File: src/rtl/io_mmio_ctrl.sv
// io_mmio_ctrl
// Memory-mapped IO controller for the RISC-V core. Decodes IO-space loads and
// stores from the memory stage (A[31]=1, offset A[5:2]), buffers UART traffic
// in independent TX and RX FIFOs, keeps free-running cycle and retired
// instruction counters, and returns registered read data to writeback.
//
// Ports
//   clk            : sole clock
//   rst            : synchronous active-high reset
//   A              : memory-stage byte address, bit 31 selects IO space
//   io_trans       : store byte-enables (nonzero with A[31] = IO write)
//   io_recv        : load strobe (with A[31] = IO read)
//   wdata          : store data
//   instr_retire   : one instruction retired this cycle
//   Received       : registered read data (1-cycle latency)
//   uart_tx_data   : head of TX FIFO towards UART transmitter
//   uart_tx_valid  : TX FIFO not empty
//   uart_tx_ready  : transmitter accepts a character
//   uart_rx_data   : character from UART receiver
//   uart_rx_valid  : receiver presents a character
//   uart_rx_ready  : RX FIFO not full
//
// Register map (byte offsets): 0x00 TX status, 0x04 RX status, 0x08 TX data,
// 0x0C RX data (pop), 0x10 cycle counter, 0x14 instruction counter,
// 0x18 counter clear, 0x1C error (W1C: bit0 TX ovf, bit1 RX ovf, bit2 RX udf).
module io_mmio_ctrl #(
    parameter int FIFO_DEPTH = 8,
    parameter int DATA_WIDTH = 8
) (
    input  logic                  clk,
    input  logic                  rst,
    input  logic [31:0]           A,
    input  logic [3:0]            io_trans,
    input  logic                  io_recv,
    input  logic [31:0]           wdata,
    input  logic                  instr_retire,
    output logic [31:0]           Received,
    output logic [DATA_WIDTH-1:0] uart_tx_data,
    output logic                  uart_tx_valid,
    input  logic                  uart_tx_ready,
    input  logic [DATA_WIDTH-1:0] uart_rx_data,
    input  logic                  uart_rx_valid,
    output logic                  uart_rx_ready
);

    localparam int AW = $clog2(FIFO_DEPTH);
    localparam logic [AW:0] PTR_ONE = {{AW{1'b0}}, 1'b1};

    localparam logic [3:0] OFF_TX_STAT = 4'd0;
    localparam logic [3:0] OFF_RX_STAT = 4'd1;
    localparam logic [3:0] OFF_TX_DATA = 4'd2;
    localparam logic [3:0] OFF_RX_DATA = 4'd3;
    localparam logic [3:0] OFF_CYC     = 4'd4;
    localparam logic [3:0] OFF_INSTR   = 4'd5;
    localparam logic [3:0] OFF_CNT_CLR = 4'd6;
    localparam logic [3:0] OFF_ERR     = 4'd7;

    // ---------------------------------------------------------------- state
    logic [DATA_WIDTH-1:0] r_tx_mem [FIFO_DEPTH];
    logic [DATA_WIDTH-1:0] r_rx_mem [FIFO_DEPTH];
    logic [AW:0]           r_tx_wptr;
    logic [AW:0]           r_tx_rptr;
    logic [AW:0]           r_rx_wptr;
    logic [AW:0]           r_rx_rptr;
    logic [31:0]           r_cyc_cnt;
    logic [31:0]           r_instr_cnt;
    logic [2:0]            r_err;
    logic [31:0]           r_received;

    // ---------------------------------------------------------------- wires
    logic        w_io_sel;
    logic [3:0]  w_off;
    logic        w_wr;
    logic        w_rd;
    logic        w_tx_empty;
    logic        w_tx_full;
    logic        w_tx_pop;
    logic        w_tx_push_req;
    logic        w_tx_push;
    logic        w_tx_ovf;
    logic        w_rx_empty;
    logic        w_rx_full;
    logic        w_rx_rd_req;
    logic        w_rx_pop;
    logic        w_rx_udf;
    logic        w_rx_push;
    logic        w_rx_ovf;
    logic        w_cnt_clr;
    logic [2:0]  w_err_set;
    logic [2:0]  w_err_clr;
    logic [31:0] w_rx_head_ext;
    logic [31:0] w_rdata;
    logic        w_unused;

    // Address bits outside the decoded window and upper store data are ignored.
    assign w_unused = ^{A[30:6], A[1:0], wdata};

    assign w_io_sel = A[31];
    assign w_off    = A[5:2];
    assign w_wr     = w_io_sel & (|io_trans);
    assign w_rd     = w_io_sel & io_recv;

    // Full when the pointers differ only in the wrap bit.
    assign w_tx_empty = (r_tx_wptr == r_tx_rptr);
    assign w_tx_full  = (r_tx_wptr[AW] != r_tx_rptr[AW]) &&
                        (r_tx_wptr[AW-1:0] == r_tx_rptr[AW-1:0]);
    assign w_rx_empty = (r_rx_wptr == r_rx_rptr);
    assign w_rx_full  = (r_rx_wptr[AW] != r_rx_rptr[AW]) &&
                        (r_rx_wptr[AW-1:0] == r_rx_rptr[AW-1:0]);

    // Handshake outputs depend on registered pointers only.
    assign uart_tx_valid = ~w_tx_empty;
    assign uart_rx_ready = ~w_rx_full;
    assign uart_tx_data  = r_tx_mem[r_tx_rptr[AW-1:0]];
    assign Received      = r_received;

    // TX: a push into a full FIFO is still accepted when the head leaves in
    // the same cycle, because the freed slot is the one being written.
    assign w_tx_pop      = uart_tx_valid & uart_tx_ready;
    assign w_tx_push_req = w_wr & (w_off == OFF_TX_DATA);
    assign w_tx_push     = w_tx_push_req & (~w_tx_full | w_tx_pop);
    assign w_tx_ovf      = w_tx_push_req & w_tx_full & ~w_tx_pop;

    // RX: same full-with-pop rule; uart_rx_ready stays low while full, but a
    // character offered in a popping cycle is taken.
    assign w_rx_rd_req = w_rd & (w_off == OFF_RX_DATA);
    assign w_rx_pop    = w_rx_rd_req & ~w_rx_empty;
    assign w_rx_udf    = w_rx_rd_req & w_rx_empty;
    assign w_rx_push   = uart_rx_valid & (~w_rx_full | w_rx_pop);
    assign w_rx_ovf    = uart_rx_valid & w_rx_full & ~w_rx_pop;

    assign w_cnt_clr = w_wr & (w_off == OFF_CNT_CLR);
    assign w_err_set = {w_rx_udf, w_rx_ovf, w_tx_ovf};

    // W1C mask for the error register.
    always_comb begin
        w_err_clr = 3'b000;
        if (w_wr && (w_off == OFF_ERR)) begin
            w_err_clr = wdata[2:0];
        end else begin
            w_err_clr = 3'b000;
        end
    end

    // Zero-extend the RX head to 32 bits (works for DATA_WIDTH up to 32).
    always_comb begin
        w_rx_head_ext = 32'd0;
        w_rx_head_ext[DATA_WIDTH-1:0] = r_rx_mem[r_rx_rptr[AW-1:0]];
    end

    // Read mux: reflects state before any same-cycle push/pop/clear.
    always_comb begin
        w_rdata = 32'd0;
        case (w_off)
            OFF_TX_STAT: w_rdata = {31'd0, ~w_tx_full};
            OFF_RX_STAT: w_rdata = {31'd0, ~w_rx_empty};
            OFF_RX_DATA: w_rdata = w_rx_empty ? 32'd0 : w_rx_head_ext;
            OFF_CYC:     w_rdata = r_cyc_cnt;
            OFF_INSTR:   w_rdata = r_instr_cnt;
            OFF_ERR:     w_rdata = {29'd0, r_err};
            default:     w_rdata = 32'd0;
        endcase
    end

    // TX FIFO storage (contents need no reset; pointers define validity).
    always_ff @(posedge clk) begin
        if (w_tx_push) begin
            r_tx_mem[r_tx_wptr[AW-1:0]] <= wdata[DATA_WIDTH-1:0];
        end
    end

    // RX FIFO storage.
    always_ff @(posedge clk) begin
        if (w_rx_push) begin
            r_rx_mem[r_rx_wptr[AW-1:0]] <= uart_rx_data;
        end
    end

    // FIFO pointers; reset discards contents and cancels that cycle's handshakes.
    always_ff @(posedge clk) begin
        if (rst) begin
            r_tx_wptr <= '0;
            r_tx_rptr <= '0;
            r_rx_wptr <= '0;
            r_rx_rptr <= '0;
        end else begin
            if (w_tx_push) r_tx_wptr <= r_tx_wptr + PTR_ONE;
            if (w_tx_pop)  r_tx_rptr <= r_tx_rptr + PTR_ONE;
            if (w_rx_push) r_rx_wptr <= r_rx_wptr + PTR_ONE;
            if (w_rx_pop)  r_rx_rptr <= r_rx_rptr + PTR_ONE;
        end
    end

    // Counters: a clear write beats a same-cycle increment.
    always_ff @(posedge clk) begin
        if (rst || w_cnt_clr) begin
            r_cyc_cnt   <= 32'd0;
            r_instr_cnt <= 32'd0;
        end else begin
            r_cyc_cnt <= r_cyc_cnt + 32'd1;
            if (instr_retire) r_instr_cnt <= r_instr_cnt + 32'd1;
        end
    end

    // Sticky error bits; a new event in the clearing cycle keeps its bit set.
    always_ff @(posedge clk) begin
        if (rst) begin
            r_err <= 3'b000;
        end else begin
            r_err <= (r_err & ~w_err_clr) | w_err_set;
        end
    end

    // Registered read data; a load outside IO space returns 0.
    always_ff @(posedge clk) begin
        if (rst) begin
            r_received <= 32'd0;
        end else if (io_recv) begin
            r_received <= w_rd ? w_rdata : 32'd0;
        end
    end

endmodule

File: config.mk
export PLATFORM = sky130hd
export DESIGN_NAME = io_mmio_ctrl
export DESIGN_NICKNAME = d
export VERILOG_FILES = /design/src/rtl/io_mmio_ctrl.sv
export SDC_FILE = /design/constraint.sdc
export NUM_CORES = 1
export LEC_CHECK = 0
export ABC_AREA = 1
export ABC_CLOCK_PERIOD_IN_PS = 4500
export CAP_MARGIN = 25
export CORE_UTILIZATION = 40
export CTS_CLUSTER_SIZE = 10
export DETAILED_ROUTE_END_ITERATION = 8
export RECOVER_POWER = 50
export SETUP_SLACK_MARGIN = 0.1
export SYNTH_ARGS = -nofsm -noshare
export SYNTH_HDL_FRONTEND = slang
export SYNTH_SLANG_ARGS = --single-unit
File: constraint.sdc
create_clock -name clk -period 4.5 [get_ports clk]
set_input_delay 0.9 -clock clk [delete_from_list [all_inputs] [get_ports clk]]
set_output_delay 0.9 -clock clk [all_outputs]
set_load 0.02 [all_outputs]
* Yosys cells after proc, flatten, opt, wreduce, memory -nomap -nowiden
Memory sizes are Yosys's and may differ from the RTL's. A register that Yosys moved wholly into a read port is not among the register bits. Index checks and enable logic that the tools add are counted.
Storage, ports and cells: word-level logic and storage cells 72, bits in registers 115, bits of input ports 82, output and inout port bits 42, memories 2, bits in writable memories 128
Operators by class: add/sub/neg operators 6, bitwise logic cells 25, reduce and logical (&&, ||, !) cells 6, equal/unequal tests 13, mux-type cells 12
Memory list:
- r_rx_mem | words 8, width 8, read ports 1, clocked after Yosys merged registers in 1, write ports 1, RTL line 60 | logic [DATA_WIDTH-1:0] r_rx_mem [FIFO_DEPTH];
- r_tx_mem | words 8, width 8, read ports 1, clocked after Yosys merged registers in 1, write ports 1, RTL line 59 | logic [DATA_WIDTH-1:0] r_tx_mem [FIFO_DEPTH];
Operators with widths (count):
- case mux 32 bit (6 select lines) | 1
- adder 32 x 1 -> 32 bit, second input constant | 2
- 2-to-1 mux 32 bit | 1
- adder 4 x 1 -> 4 bit, second input constant | 4
- == test 4 x 3 -> 1 bit, second input constant | 4
- 2-to-1 mux 3 bit | 5
- bitwise AND 1 bit | 14
- == test 4 x 2 -> 1 bit, second input constant | 2
- == test 4 bit | 2
- 2-to-1 mux 8 bit | 1
- == test 3 bit | 2
- inverter 1 bit | 6
- == test 4 x 1 -> 1 bit, second input constant | 1
- logical NOT 4 bit | 1
- 2-to-1 mux 1 bit | 4
- OR reduction 4 bit | 1
- bitwise AND 3 bit | 1
- logical AND 1 bit | 3
- inverter 3 bit | 1
- bitwise OR 3 bit | 1
- inequality test 1 bit | 2
- bitwise OR 1 bit | 2
- logical OR 1 bit | 1

* Longest topological paths before layout
Gate-level depths: netlist (run 1).
depth in word-level cells 7, depth in mapped cells 11, depth with buffers taken out 11

* Worst setup path after synthesis (run 1)
No wires, ideal clock.
path kind in2reg, from input A[5], to memory r_tx_mem[0][0] (enable), path slack 1.822 ns, data required time 4.117 ns, stages on the path 7, path buffers 0, arrival time 2.294 ns, library setup time 0.383 ns, path through nor2_1 inv_2 nor3_1 nand2_2 inv_2 nand2_1 nor3_1
On the way: word-level cells in the longest chain between the ends 5
RTL lines:
- start, declared | RTL line 32 | input logic [31:0] A,
- == test 4 x 2 -> 1 bit | RTL line 120 | assign w_tx_push_req = w_wr & (w_off == OFF_TX_DATA);
- bitwise AND 1 bit | RTL line 120
- bitwise AND 1 bit | RTL line 121 | assign w_tx_push = w_tx_push_req & (~w_tx_full | w_tx_pop);
- 2-to-1 mux 1 bit | RTL line 167 | if (w_tx_push) begin
- 2-to-1 mux 1 bit (not written as such) | RTL line 168 | r_tx_mem[r_tx_wptr[AW-1:0]] <= wdata[DATA_WIDTH-1:0];
- end, declared | RTL line 59
Every way passes these cells.

==> results.cfg, run 1 <==
[finish]
filler_cell_count = 2610
instances_no_fill = 1726
finalNetCount = 1453
fin_util = 0.481
area_growth_syn_to_layout_pct = 17.5
mostFrequentLayoutCells = 270 x nand2_1, 187 x nor2_1, 128 x edfxtp_1, 121 x dfxtp_1, 115 x inv_1
regArea_mm2 = 0.00627
final_layout_size_suffix_gt1_frac = 0.0664
num_antenna_cells = 0
footprint_of_the_multi_input_gates_mm2 = 0.00409
layout_commonest_cell = nand2_1

[clocking]
post_cts.resized_instances = 0
htree_levels = 1
ctsHoldBuffers = 0
clk_path_buf_depth = 3
tritoncts = done
insertion_delay_ns = 0.55
clock_sinks = 249
cts-root-buf = clkbuf_16
cts_setup_buffers = 0
cts_made_buffers = 29
path_clk_slew_ns = 0.05

[worst_setup_path]
worstPathCellList = inv_1 > o21ai_0 > o22ai_1 > nor2_1 > a31oi_1 > clkdlybuf4s50_1
required_ns = 3.60
r2r_slack_ns = 2.09
crit_type = register to output pin
crit_path_max_incr_delay_ns = 0.68
cp_data_arrival_time_ns = 2.80
end_kind = output pin
cp_slowest_cell = clkdlybuf4s50_1
crit_family = buffers and inverters
path_buf_inv = 2
critical_register_to_register_path_startpoint = r_rx_wptr[2]$_SDFFE_PP0P_
worst-r2r-cell-count = 6
timing.critical_path.from_type = register
r2r_end = r_rx_mem[4][2]$_DFFE_PP_
critPathMaxFanout = 32

[routing]
total_via_count_after_detailed_routing = 8776
dr.pass1.iters = 5
ant_nets = 0
final_wirelength_um = 27000
wl_per_cell_um = 15.7
dr_iter_0_viols = 624
detail_route.vias_per_cell = 5.08
remaining_drc_errors = 0

[synthesis]
netlist.area_leader.share = 0.347
postSynthRegisterBits = 249
syn_area_per_cell_um2 = 8.59
syn_nets = 1377
synth_largest_area_cell = edfxtp_1
yosys-top-cells-area = edfxtp_1 35%, dfxtp_1 22%, nand2_1 9.1%
yosysWarnings = 0
synthesis.area_mm2 = 0.0111
synth.distinct_cells = 40
synthesis.instances = 1289
synth_sequential_area_ratio = 0.566

[power_and_ir_drop]
p_int_mw = 3.75
power_mw = 4.88
p_sw_frac = 0.231
irDropWorstVdd_mv = 0.217
switching_power_mw = 1.13
leakage_nw = 4.56
seqPwrFrac = 0.498
pwr-share-comb = 0.072
power_density_mw_per_mm2 = 375
p_clk_frac = 0.430

[worst_hold_path]
min_to = Received[26]$_SDFFE_PP0P_
worst_hold_path.num_cells = 2
min_path_type = register to register
hold_start = Received[26]$_SDFFE_PP0P_

[timing]
clock.fmax_mhz = 270
worst_slew_pin_tran_ns = 1.40
post-route-min-period_ns = 3.70
fin_skew_ns = 0.0130
slew-limit-headroom = 0.0681
unrepaired_setup_endpoints_after_global_routing = false
setup_viol_count_final = 0
fin_ws_ns = 0.796
finalCritPeriodShare = 0.823
timing_max_transition_violations_final = 0
setup_total_negative_slack_ns = 0
timing_hold_violations_final = 0

[run]
drv_cap = 0

[floorplanning]
dieHeight_um = 168
start_util = 0.410
placement_rows = 60
fp.coreArea_mm2 = 0.0270
fp.dieArea_mm2 = 0.0283
floorplan.io_pins = 124
die_width_um = 168

[place]
placement.io_buffers = 72
place_inst = 1674
post-place-ws_ns = 1.01
estimated_wirelength_of_the_detail_placed_design_um = 18400
gp_congestion = 0.874

[global_route]
grt_start_max_net_pins = 46
grt_first_pass_wirelength_um = 43400
grt_antenna_before_repair = 0
vias_in_the_first_global_route = 8391
gr_util_all_layers = 0.192
overflow = 0

[run_status]
outcome = completed
## metrics by stage
step / hold WS (ns) / instance area (µm²)
2_1_floorplan: 0.430 / 11100
3_3_place_gp: 0.444 / 12100
3_5_place_dp: 0.449 / 12200
4_1_cts: 0.463 / 13000
5_1_grt: 0.478 / 13000
6_report: 0.460 / 13000
## final cells by class
type	instances	area share
Clock inverter	1	0.00154
Timing Repair Buffer	89	0.0676
Sequential cell	249	0.482
Tap cell	341	0.0328
Multi-Input combinational cell	859	0.314
Clock buffer	50	0.0626
Inverter	137	0.0395
## synth_stat cells, drive strengths merged
master,instances
nand2,278
o21ai,105
nor3,40
or2,3
xor2,22
nand3b,1
o22ai,30
xnor2,8
nor3b,3
inv,132
a221oi,2
ha,6
clkinv,5
a31oi,8
a21oi,85
o21a,2
nor4,6
clkbuf,33
edfxtp,128
buf,11
nor2,193
dfxtp,121
a211oi,1
nand3,56
nand4,10
## power by group through the flow
| stage | clock network [mW] | registers, mW | logic, mW |
|---|---|---|---|
| floorplan | 0 | 2.47 | 0.208 |
| global placement | 0 | 2.48 | 0.351 |
| detailed placement | 0 | 2.48 | 0.359 |
| CTS | 2.15 | 2.43 | 0.359 |
| global route | 2.23 | 2.43 | 0.394 |
| finish | 2.10 | 2.43 | 0.352 |
## routing by layer
metal | vias up | global-route usage | part of all wire
li1 | 4437 | - | -
met1 | 4094 | 0.267 | 0.48
met2 | 211 | 0.313 | 0.45
met3 | 34 | 0.0296 | 0.057
met4 | 0 | 0.0462 | 0.016
met5 | - | 0 | 0
## state kept, by name, indices dropped and copies added (netlist names), 32 cells and up, named ones only
register,flops
Received,32
r_cyc_cnt,32
r_instr_cnt,32
r_rx_mem,64
r_tx_mem,64
## cells by family after synthesis
group / after synthesis / synth area share
compound gates: 233 / 0.111
flops: 249 / 0.566
simple gates: 590 / 0.229
fa+ha+maj: 6 / 0.00678
xor+xnor: 30 / 0.0237
buf+inv: 181 / 0.0633
## worst register-to-register path: stages, from the launching register on
cell,delay [ns]
dfxtp_1,0.47
xor2_1,0.26
nor3_2,0.10
nand2_1,0.06
nand2_1,0.15
or2_0,0.36
nor2_1,0.63
## worst max-delay path by stage
stage	from	slack, ns	endpoint	cells after the start
finish	register	0.80	uart_tx_data[1]	6
global route	register	0.55	uart_tx_data[0]	6
CTS	register	0.79	uart_tx_data[2]	6
detailed placement	A[5]	1.01	r_rx_mem[4][5]$_DFFE_PP_	9
global placement	A[5]	1.02	r_rx_mem[4][6]$_DFFE_PP_	9
floorplan	A[5]	1.82	r_tx_mem[0][0]$_DFFE_PP_	7
Power figures use the tool's default switching activity.
==> inputs of run 2 (changes only) <==
--- a/config.mk
+++ b/config.mk
@@ -6,7 +6,7 @@
 export NUM_CORES = 1
 export LEC_CHECK = 0
 export ABC_AREA = 1
-export ABC_CLOCK_PERIOD_IN_PS = 4500
+export ABC_CLOCK_PERIOD_IN_PS = 3600
 export CAP_MARGIN = 25
 export CORE_UTILIZATION = 40
 export CTS_CLUSTER_SIZE = 10
==> constraint.sdc (replaced) <==
create_clock -name clk -period 3.6 [get_ports clk]
set_input_delay 0.72 -clock clk [delete_from_list [all_inputs] [get_ports clk]]
set_output_delay 0.72 -clock clk [all_outputs]
set_load 0.02 [all_outputs]
==> run 2 against run 1 <==
  * The run now ends with capacitance limit, slew limit left
  * Die area did not move
  * Hold slack improved by 0.0021 ns
  * Wire length is 0.58% lower
  * Via count is 0.33% higher
  * Design area up 0.67%
  * Clock power is 28% higher
  * Combinational power grew 26%
  * Total power grew 26%
  * Core utilization is 0.32 points higher
==> results.cfg, run 2 (synthesis gave the netlist of run 1 again) <==
[routing]
detail_route.vias_per_cell = 5.06
total_via_count_after_detailed_routing = 8805
wl_per_cell_um = 15.4
remaining_drc_errors = 0
ant_nets = 0
dr.pass1.iters = 5
dr_iter_0_viols = 585
final_wirelength_um = 26900

[worst_setup_path]
timing.critical_path.from_type = register
crit_type = register to output pin
required_ns = 2.88
critPathMaxFanout = 32
cp_data_arrival_time_ns = 2.59
end_kind = output pin

[timing]
setup_total_negative_slack_ns = 0
worst_slew_pin_tran_ns = 1.52
clock.fmax_mhz = 302
finalCritPeriodShare = 0.919
unrepaired_setup_endpoints_after_global_routing = false
setup_viol_count_final = 0
timing_max_transition_violations_final = 29
fin_skew_ns = 0.0204
timing_hold_violations_final = 0
post-route-min-period_ns = 3.31
slew-limit-headroom = -0.0151

[floorplanning]
dieHeight_um = 168
die_width_um = 168
placement_rows = 60
floorplan.io_pins = 124
fp.coreArea_mm2 = 0.0270
fp.dieArea_mm2 = 0.0283
start_util = 0.410

[global_route]
vias_in_the_first_global_route = 8354
gr_util_all_layers = 0.191
grt_antenna_before_repair = 0
overflow = 0
grt_first_pass_wirelength_um = 43500
grt_start_max_net_pins = 46

[finish]
num_antenna_cells = 0
layout_commonest_cell = nand2_1
area_growth_syn_to_layout_pct = 18.3
finalNetCount = 1466
footprint_of_the_multi_input_gates_mm2 = 0.00409
final_layout_size_suffix_gt1_frac = 0.0744
filler_cell_count = 2624
mostFrequentLayoutCells = 270 x nand2_1, 187 x nor2_1, 128 x edfxtp_1, 121 x dfxtp_1, 116 x inv_1
regArea_mm2 = 0.00627
instances_no_fill = 1739

[clocking]
htree_levels = 1
tritoncts = done
insertion_delay_ns = 0.55
clock_sinks = 249
cts_made_buffers = 29
cts_setup_buffers = 0
path_clk_slew_ns = 0.06
cts-root-buf = clkbuf_16
clk_path_buf_depth = 3

[power_and_ir_drop]
leakage_nw = 4.57
power_density_mw_per_mm2 = 470
irDropWorstVdd_mv = 0.364

[run_status]
violations_in_the_final_reports = capacitance limit, slew limit
outcome = complete, but fails checks

[place]
place_inst = 1687
estimated_wirelength_of_the_detail_placed_design_um = 18200
placement.io_buffers = 72
gp_congestion = 0.851

[worst_hold_path]
min_path_type = register to register

[run]
drv_cap = 1
-- run 2: final cells by class --
type,count,share of cell area
Clock buffer,50,0.0646
Clock inverter,1,0.000669
Inverter,137,0.0395
Multi-Input combinational cell,859,0.312
Sequential cell,249,0.478
Tap cell,341,0.0326
Timing Repair Buffer,102,0.0720
-- run 2: worst paths after layout --
check	from	to	slack, ns	depth (start not counted)
setup reg to reg	r_tx_wptr[2]$_SDFFE_PP0P_	r_tx_mem[7][5]$_DFFE_PP_	1.47	8
hold reg to reg	r_cyc_cnt[0]$_SDFF_PP0_	r_cyc_cnt[0]$_SDFF_PP0_	0.46	1
hold / removal	r_cyc_cnt[0]$_SDFF_PP0_	r_cyc_cnt[0]$_SDFF_PP0_	0.46	1
setup / recovery	register	uart_tx_data[1]	0.29	6
-- run 2: timing repair --
| item | CTS | global route |
|---|---|---|
| hold endpoints to repair | 0 | 0 |
| hold buffers | 0 | 0 |
| gates resized for setup | 0 | 1 |
| setup endpoints to repair | 0 | 8 |
-- run 2: worst max-delay path: stages (launching register included) --
cell	delay, ns
dfxtp_1	0.37
buf_4	0.35
o21ai_0	0.16
o22ai_1	0.20
nor2_1	0.06
a31oi_1	0.24
clkdlybuf4s50_1	0.66
-- run 2: metal layers --
metal / track usage / routed length, µm / up-vias
met5: 0 / 0 / -
met4: 0.0407 / 426 / 0
met3: 0.0277 / 1200 / 36
met2: 0.311 / 12100 / 161
met1: 0.271 / 13100 / 4144
li1: - / - / 4464
-- run 2: per-stage QoR --
step	cell area [µm²]	hold WS (ns)	utilization	setup WS, ns	power, mW
5_1_grt	13100	0.476	0.485	0.157	6.37
3_3_place_gp	12200	0.446	0.453	0.700	3.54
4_1_cts	13100	0.464	0.485	0.143	6.22
2_1_floorplan	11100	0.430	-	1.10	3.35
6_report	13100	0.462	0.485	0.291	6.16
3_5_place_dp	12200	0.455	0.453	0.694	3.55
-- run 2: report_power, final --
group	leakage, nW	internal [mW]	switching (mW)	total, mW
logic	2.03	0.160	0.285	0.445
registers	2.13	3.01	0.0217	3.04
clock network	0.410	1.57	1.10	2.68
==> inputs of run 3 (changes only) <==
--- a/config.mk
+++ b/config.mk
@@ -8,9 +8,11 @@
 export ABC_AREA = 1
 export ABC_CLOCK_PERIOD_IN_PS = 3600
 export CAP_MARGIN = 25
+export CORE_MARGIN = 2
 export CORE_UTILIZATION = 40
 export CTS_CLUSTER_SIZE = 10
 export DETAILED_ROUTE_END_ITERATION = 8
+export GPL_TIMING_DRIVEN = 0
 export RECOVER_POWER = 50
 export SETUP_SLACK_MARGIN = 0.1
 export SYNTH_ARGS = -nofsm -noshare
==> run 3 against run 2 <==
  * The run now ends clean
  * Maximum frequency decreased by 3.1%
  * Combinational power grew 0.9%
  * Largest cell class unchanged
  * Count of clock-buffer cells in the layout shrank 2
  * Wire length is 5.1% higher
  * Register-to-register slack got worse by 0.54 ns
  * Die area rose by 2.4%
  * Sequential cell count stayed put
  * Via count increased by 1.3%
  * Worst setup slack got worse by 0.11 ns
==> results.cfg, run 3 (synthesis gave the netlist of run 1 again) <==
[clocking]
cts_setup_buffers = 0
cts-root-buf = clkbuf_16
htree_levels = 1
path_clk_slew_ns = 0.05
cts_made_buffers = 29
tritoncts = done
clk_path_buf_depth = 3
insertion_delay_ns = 0.53
clock_sinks = 249

[finish]
finalNetCount = 1485
layout_commonest_cell = nand2_1
num_antenna_cells = 0
mostFrequentLayoutCells = 270 x nand2_1, 187 x nor2_1, 128 x edfxtp_1, 121 x dfxtp_1, 117 x inv_1
instances_no_fill = 1787
final_layout_size_suffix_gt1_frac = 0.0643
filler_cell_count = 2625
area_growth_syn_to_layout_pct = 18.1

[worst_setup_path]
cp_data_arrival_time_ns = 2.70
end_kind = output pin
critical_register_to_register_path_startpoint = r_tx_wptr[1]$_SDFFE_PP0P_
crit_type = register to output pin
timing.critical_path.from_type = register
critPathMaxFanout = 10
required_ns = 2.88

[worst_hold_path]
min_path_type = register to register
hold_start = Received[25]$_SDFFE_PP0P_

[timing]
setup_total_negative_slack_ns = 0
fin_skew_ns = 0.00958
worst_slew_pin_tran_ns = 0.909
timing_hold_violations_final = 0
unrepaired_setup_endpoints_after_global_routing = true
timing_max_transition_violations_final = 0
finalCritPeriodShare = 0.949
post-route-min-period_ns = 3.42
fin_ws_ns = 0.184
setup_viol_count_final = 0
slew-limit-headroom = 0.392
clock.fmax_mhz = 293

[global_route]
vias_in_the_first_global_route = 8557
gr_util_all_layers = 0.197
grt_first_pass_wirelength_um = 44700
overflow = 0
grt_start_max_net_pins = 14
grt_antenna_before_repair = 0

[routing]
remaining_drc_errors = 0
dr.pass1.iters = 5
dr_iter_0_viols = 693
wl_per_cell_um = 15.8
detail_route.vias_per_cell = 4.99
ant_nets = 0
total_via_count_after_detailed_routing = 8917
final_wirelength_um = 28200

[floorplanning]
start_util = 0.408
dieHeight_um = 170
fp.dieArea_mm2 = 0.0290
floorplan.io_pins = 124
fp.coreArea_mm2 = 0.0271
placement_rows = 60
die_width_um = 170

[place]
gp_congestion = 0.888
place_inst = 1738
placement.io_buffers = 70
estimated_wirelength_of_the_detail_placed_design_um = 20600
post-place-ws_ns = 0.242

[power_and_ir_drop]
power_mw = 6.06
leakage_nw = 4.59
irDropWorstVdd_mv = 0.316
power_density_mw_per_mm2 = 463

[run_status]
outcome = completed

[run]
drv_cap = 0
[run 3: cell types whose count changed in the layout (fill, tap and decap cells not counted), moves of 4 or more]
cell,delta
clkbuf_1,+27
buf_4,-19
clkdlybuf4s50_1,-17
dlygate4sd3_1,+16
buf_2,+7
clkbuf_2,+4
[run 3: power by group]
part / switching (mW) / internal, mW
logic: 0.294 / 0.155
registers: 0.0251 / 3.01
clock network: 1.07 / 1.50
total: 1.38 / 4.67
[run 3: path summary, 6_finish.rpt]
kind	endpoint	slack [ns]	cells after the start
max	uart_tx_data[5]	0.18	7
min	Received[25]$_SDFFE_PP0P_	0.46	2
max reg2reg	r_tx_mem[0][4]$_DFFE_PP_	0.93	12
min reg2reg	Received[25]$_SDFFE_PP0P_	0.46	2
[run 3: layout make-up]
class,count,area (µm²),area share
clock buffer,48,807,0.0617
tap,372,465,0.0356
sequential,249,6270,0.479
multi-input combinational,859,4090,0.313
timing repair buffer,77,746,0.0570
clock inverter,1,6.26,0.000478
buffer,44,181,0.0139
inverter,137,514,0.0393
[run 3: stage by stage]
stage	hold slack [ns]	cell area (µm²)	utilization
4_1_cts	0.466	13100	0.483
3_5_place_dp	0.457	12300	0.453
2_1_floorplan	0.430	11100	-
3_3_place_gp	0.441	12200	0.452
5_1_grt	0.480	13100	0.483
6_report	0.460	13100	0.483
[run 3: critical path, cell delays in order (launching register included)]
cell and delay [ns]:
dfxtp_1 0.36, inv_1 0.15, clkbuf_1 0.46, nor2_1 0.08, o22ai_1 0.26, nor2_1 0.07, a31oi_1 0.15, clkdlybuf4s50_1 0.63
[run 3: layer usage]
metal  global-route usage  vias up  routed length, µm
met3               0.0279       46               1490
li1                     -     4514                  -
met4               0.0569        0                665
met5                    0        -                  0
met2                0.324      212              12700
met1                0.272     4145              13300
[run 3: timing repair]
action | in CTS | in global routing
endpoints found under the setup margin | 1 | 4
cloned | 0 | 0
gates resized for setup | 2 | 4
hold buffers | 0 | 0
==> RTL change, RTL diff (settings of run 2) <==
Set the parameter `FIFO_DEPTH` to 16 (it was 8).
--- a/src/rtl/io_mmio_ctrl.sv
+++ b/src/rtl/io_mmio_ctrl.sv
@@ -26,3 +26,3 @@
 module io_mmio_ctrl #(
-    parameter int FIFO_DEPTH = 8,
+    parameter int FIFO_DEPTH = 16,
     parameter int DATA_WIDTH = 8
Check against the original RTL: no difference found for any inputs over 4 cycles, from zero or initial values and one cycle with rst high; that may be too few to reach the edited logic, so the function may still have changed.
==> RTL change against run 2 <==
  * Worst setup slack worse by 0.021 ns
  * Count of clock-buffer cells in the layout grew 19
  * Synthesized area is 49% higher
  * Cell area up 46%
  * Power increased by 54%
  * Sequential power is 57% higher
  * Non-clock buffer count rose by 10
  * Sequential cell count is 134 higher
  * Die area grew 49%
  * Routed wire length grew 53%
==> RTL change: results (changes against run 2) <==
Routing:
- The number of design-rule violations left by the first detailed-router iteration is 818 (+40%).
- The routed wire length per instance is 17.6 um (+14%).
- The total wirelength of the detailed-routed design is 41200 um (+53%).
- The average via count per standard cell is 5.17 (+2.1%).
- The number of detailed-route iterations in the first pass is 6 (+1).

Clocking:
- The worst-skew pair later-pin latency was 0.58 ns (+0.03 ns).
- The number of buffers created by CTS is 45 (+55%).
- The root buffer cell chosen for the clock tree is sky130_fd_sc_hd__clkbuf_16.
- The clock-pin slew on the worst setup and hold paths is 0.05 ns.
- The maximum level of the CTS H-tree is 2 (+1).

STA:
- The maximum clock skew at final layout was 0.0286 ns (+0.00819 ns).
- The transition time at the pin with the least slew margin is 0.962 ns (-0.561 ns).
- The worst hold-check slack was 0.461 ns (-0.00105 ns).
- The part of the cycle the worst path needs is 92.5% (+0.59 points).

Yosys:
- The total nets after synthesis is 1783 (+29%).
- In the synthesized netlist, the cells that appear most often are 405 x sky130_fd_sc_hd__nand2_1, 256 x sky130_fd_sc_hd__edfxtp_1, 158 x sky130_fd_sc_hd__nand3_1.
- The sequential-to-total area share from yosys stat came to 61.9% (+5.3 points).
- The number of flops mapped to enable cells by yosys is 256 (+100%).
- The share of flip-flops with an asynchronous set or reset after synthesis is 0% (unchanged).
- After synthesis, the cell types taking the most area are sky130_fd_sc_hd__edfxtp_1 46%, sky130_fd_sc_hd__dfxtp_1 15%, sky130_fd_sc_hd__nand2_1 9.2%, sky130_fd_sc_hd__nand3_1 4.8%, sky130_fd_sc_hd__a21oi_1 3.5%.
- The instance count of the mapped netlist was 1689 (+31%).
- The number of library cell types mapped by synthesis came to 46 (+15%).
- The fraction of post-synthesis cell area in the top cell type by area was 46.5% (+12 points).

Placed design:
- The number of placed instances with taps included is 2261 (+34%).
- The placed cell area is 17900 um2 (+46%).
- The estimated wirelength of the detail-placed design is 27300 um (+50%).
- The placer's final routability congestion estimate is 0.872 (+2.5%).
- The number of input and output port buffers inserted came to 72 (unchanged).

Power and ir drop:
- The maximum vdd ir drop is 0.000352 V (-3.4%).
- The static leakage is 0.00672 uW (+47%).

Worst hold path:
- The hold-critical path endpoint is Received[25].
- The startpoint identified for the worst hold timing path is Received[25].
- The worst hold path cell count was 2 (+1).

GRT:
- The number of antenna violations at the first check in global routing was 2 (+2).
- The total routing usage reported by global routing is 19.8% (+0.62 points).
- The pin count of the biggest net entering global routing came to 65 (+41%).
- The via count of the first global-routing pass was 11600 (+39%).
- The wire length of the first global-routing pass was 64000 um (+47%).

Finish:
- The layout cell share with drive strength beyond 1 came to 6.31% (-1.1 points).
- The net total in the final layout was 1872 (+28%).

Outcome:
- The flow ran to the end, and the final reports show no timing, DRC or antenna violations.

Setup path:
- The terminus of the critical flop-to-flop path is r_rx_mem[12][7].
- The largest fanout on the critical path is 23 (-28%).
- The largest stage delay on the critical path is 0.56 ns (-0.10 ns).
- The depth of the most critical reg-to-reg path is 10 (+2).
- The reg2reg setup slack is 1.03 ns (-0.44 ns).
- The cell with the largest stage delay on the worst path is sky130_fd_sc_hd__clkdlybuf4s50_1.
- The source of the worst register-to-register timing path is r_rx_wptr[2].
## RTL change: per-layer routing
layer	vias to the layer above	global-route usage (%)	routed length [um]
met4	2	6.08	961
met3	73	3.86	2420
li1	5939	-	-
met2	323	31.7	18800
met5	-	0	13
met1	5753	27.0	19000
## RTL change: final cells by class
type,count,area [um2]
sequential,383,10200
timing repair buffer,112,1040
inverter,146,549
tap,532,666
multi-input combinational,1090,5380
antenna,1,2.50
clock buffer,69,1240
clock inverter,6,53.8
fill,3805,21700
## RTL change: metrics by stage
stage / power (uW) / setup slack, ns
detailed placement: 5470 / 0.265
global placement: 5460 / 0.254
finish: 9480 / 0.270
CTS: 9570 / 0.135
global route: 9790 / 0.0668
floorplan: 5210 / 1.24
## RTL change: timing repair
| action | CTS | global route |
|---|---|---|
| hold buffers | 0 | 0 |
| endpoints found under the setup margin | 3 | 3 |
| buffers inserted | 1 | 1 |
| resized for setup | 0 | 0 |
## RTL change: report_power, final
part           internal, uW  switching, uW
clock                  2350           1740
sequential             4720           33.3
combinational           223            405
## RTL change: logic make-up (layout without fill, tap and decap cells)
group | after synthesis | count (layout) | share of synthesized area (%)
adder cells (fa/ha/maj) | 12 | 12 | 0.908
multiplexers | 32 | 32 | 1.94
AO/OA/AOI/OAI | 241 | 241 | 8.00
XOR/XNOR | 32 | 32 | 1.69
flip-flops | 383 | 383 | 61.9
other | 0 | 1 | 0
buffers and inverters | 216 | 333 | 5.29
AND/OR/NAND/NOR | 773 | 773 | 20.3
## RTL change: worst max path at each step
stage	to	slack, ns	cells after the start
CTS	uart_tx_data[3]	0.13	7
global route	r_rx_mem[5][1]	0.07	12
finish	uart_tx_data[3]	0.27	7
floorplan	r_tx_mem[7][0]	1.24	9
detailed placement	r_tx_mem[9][3]	0.26	11
global placement	r_tx_mem[7][3]	0.25	9
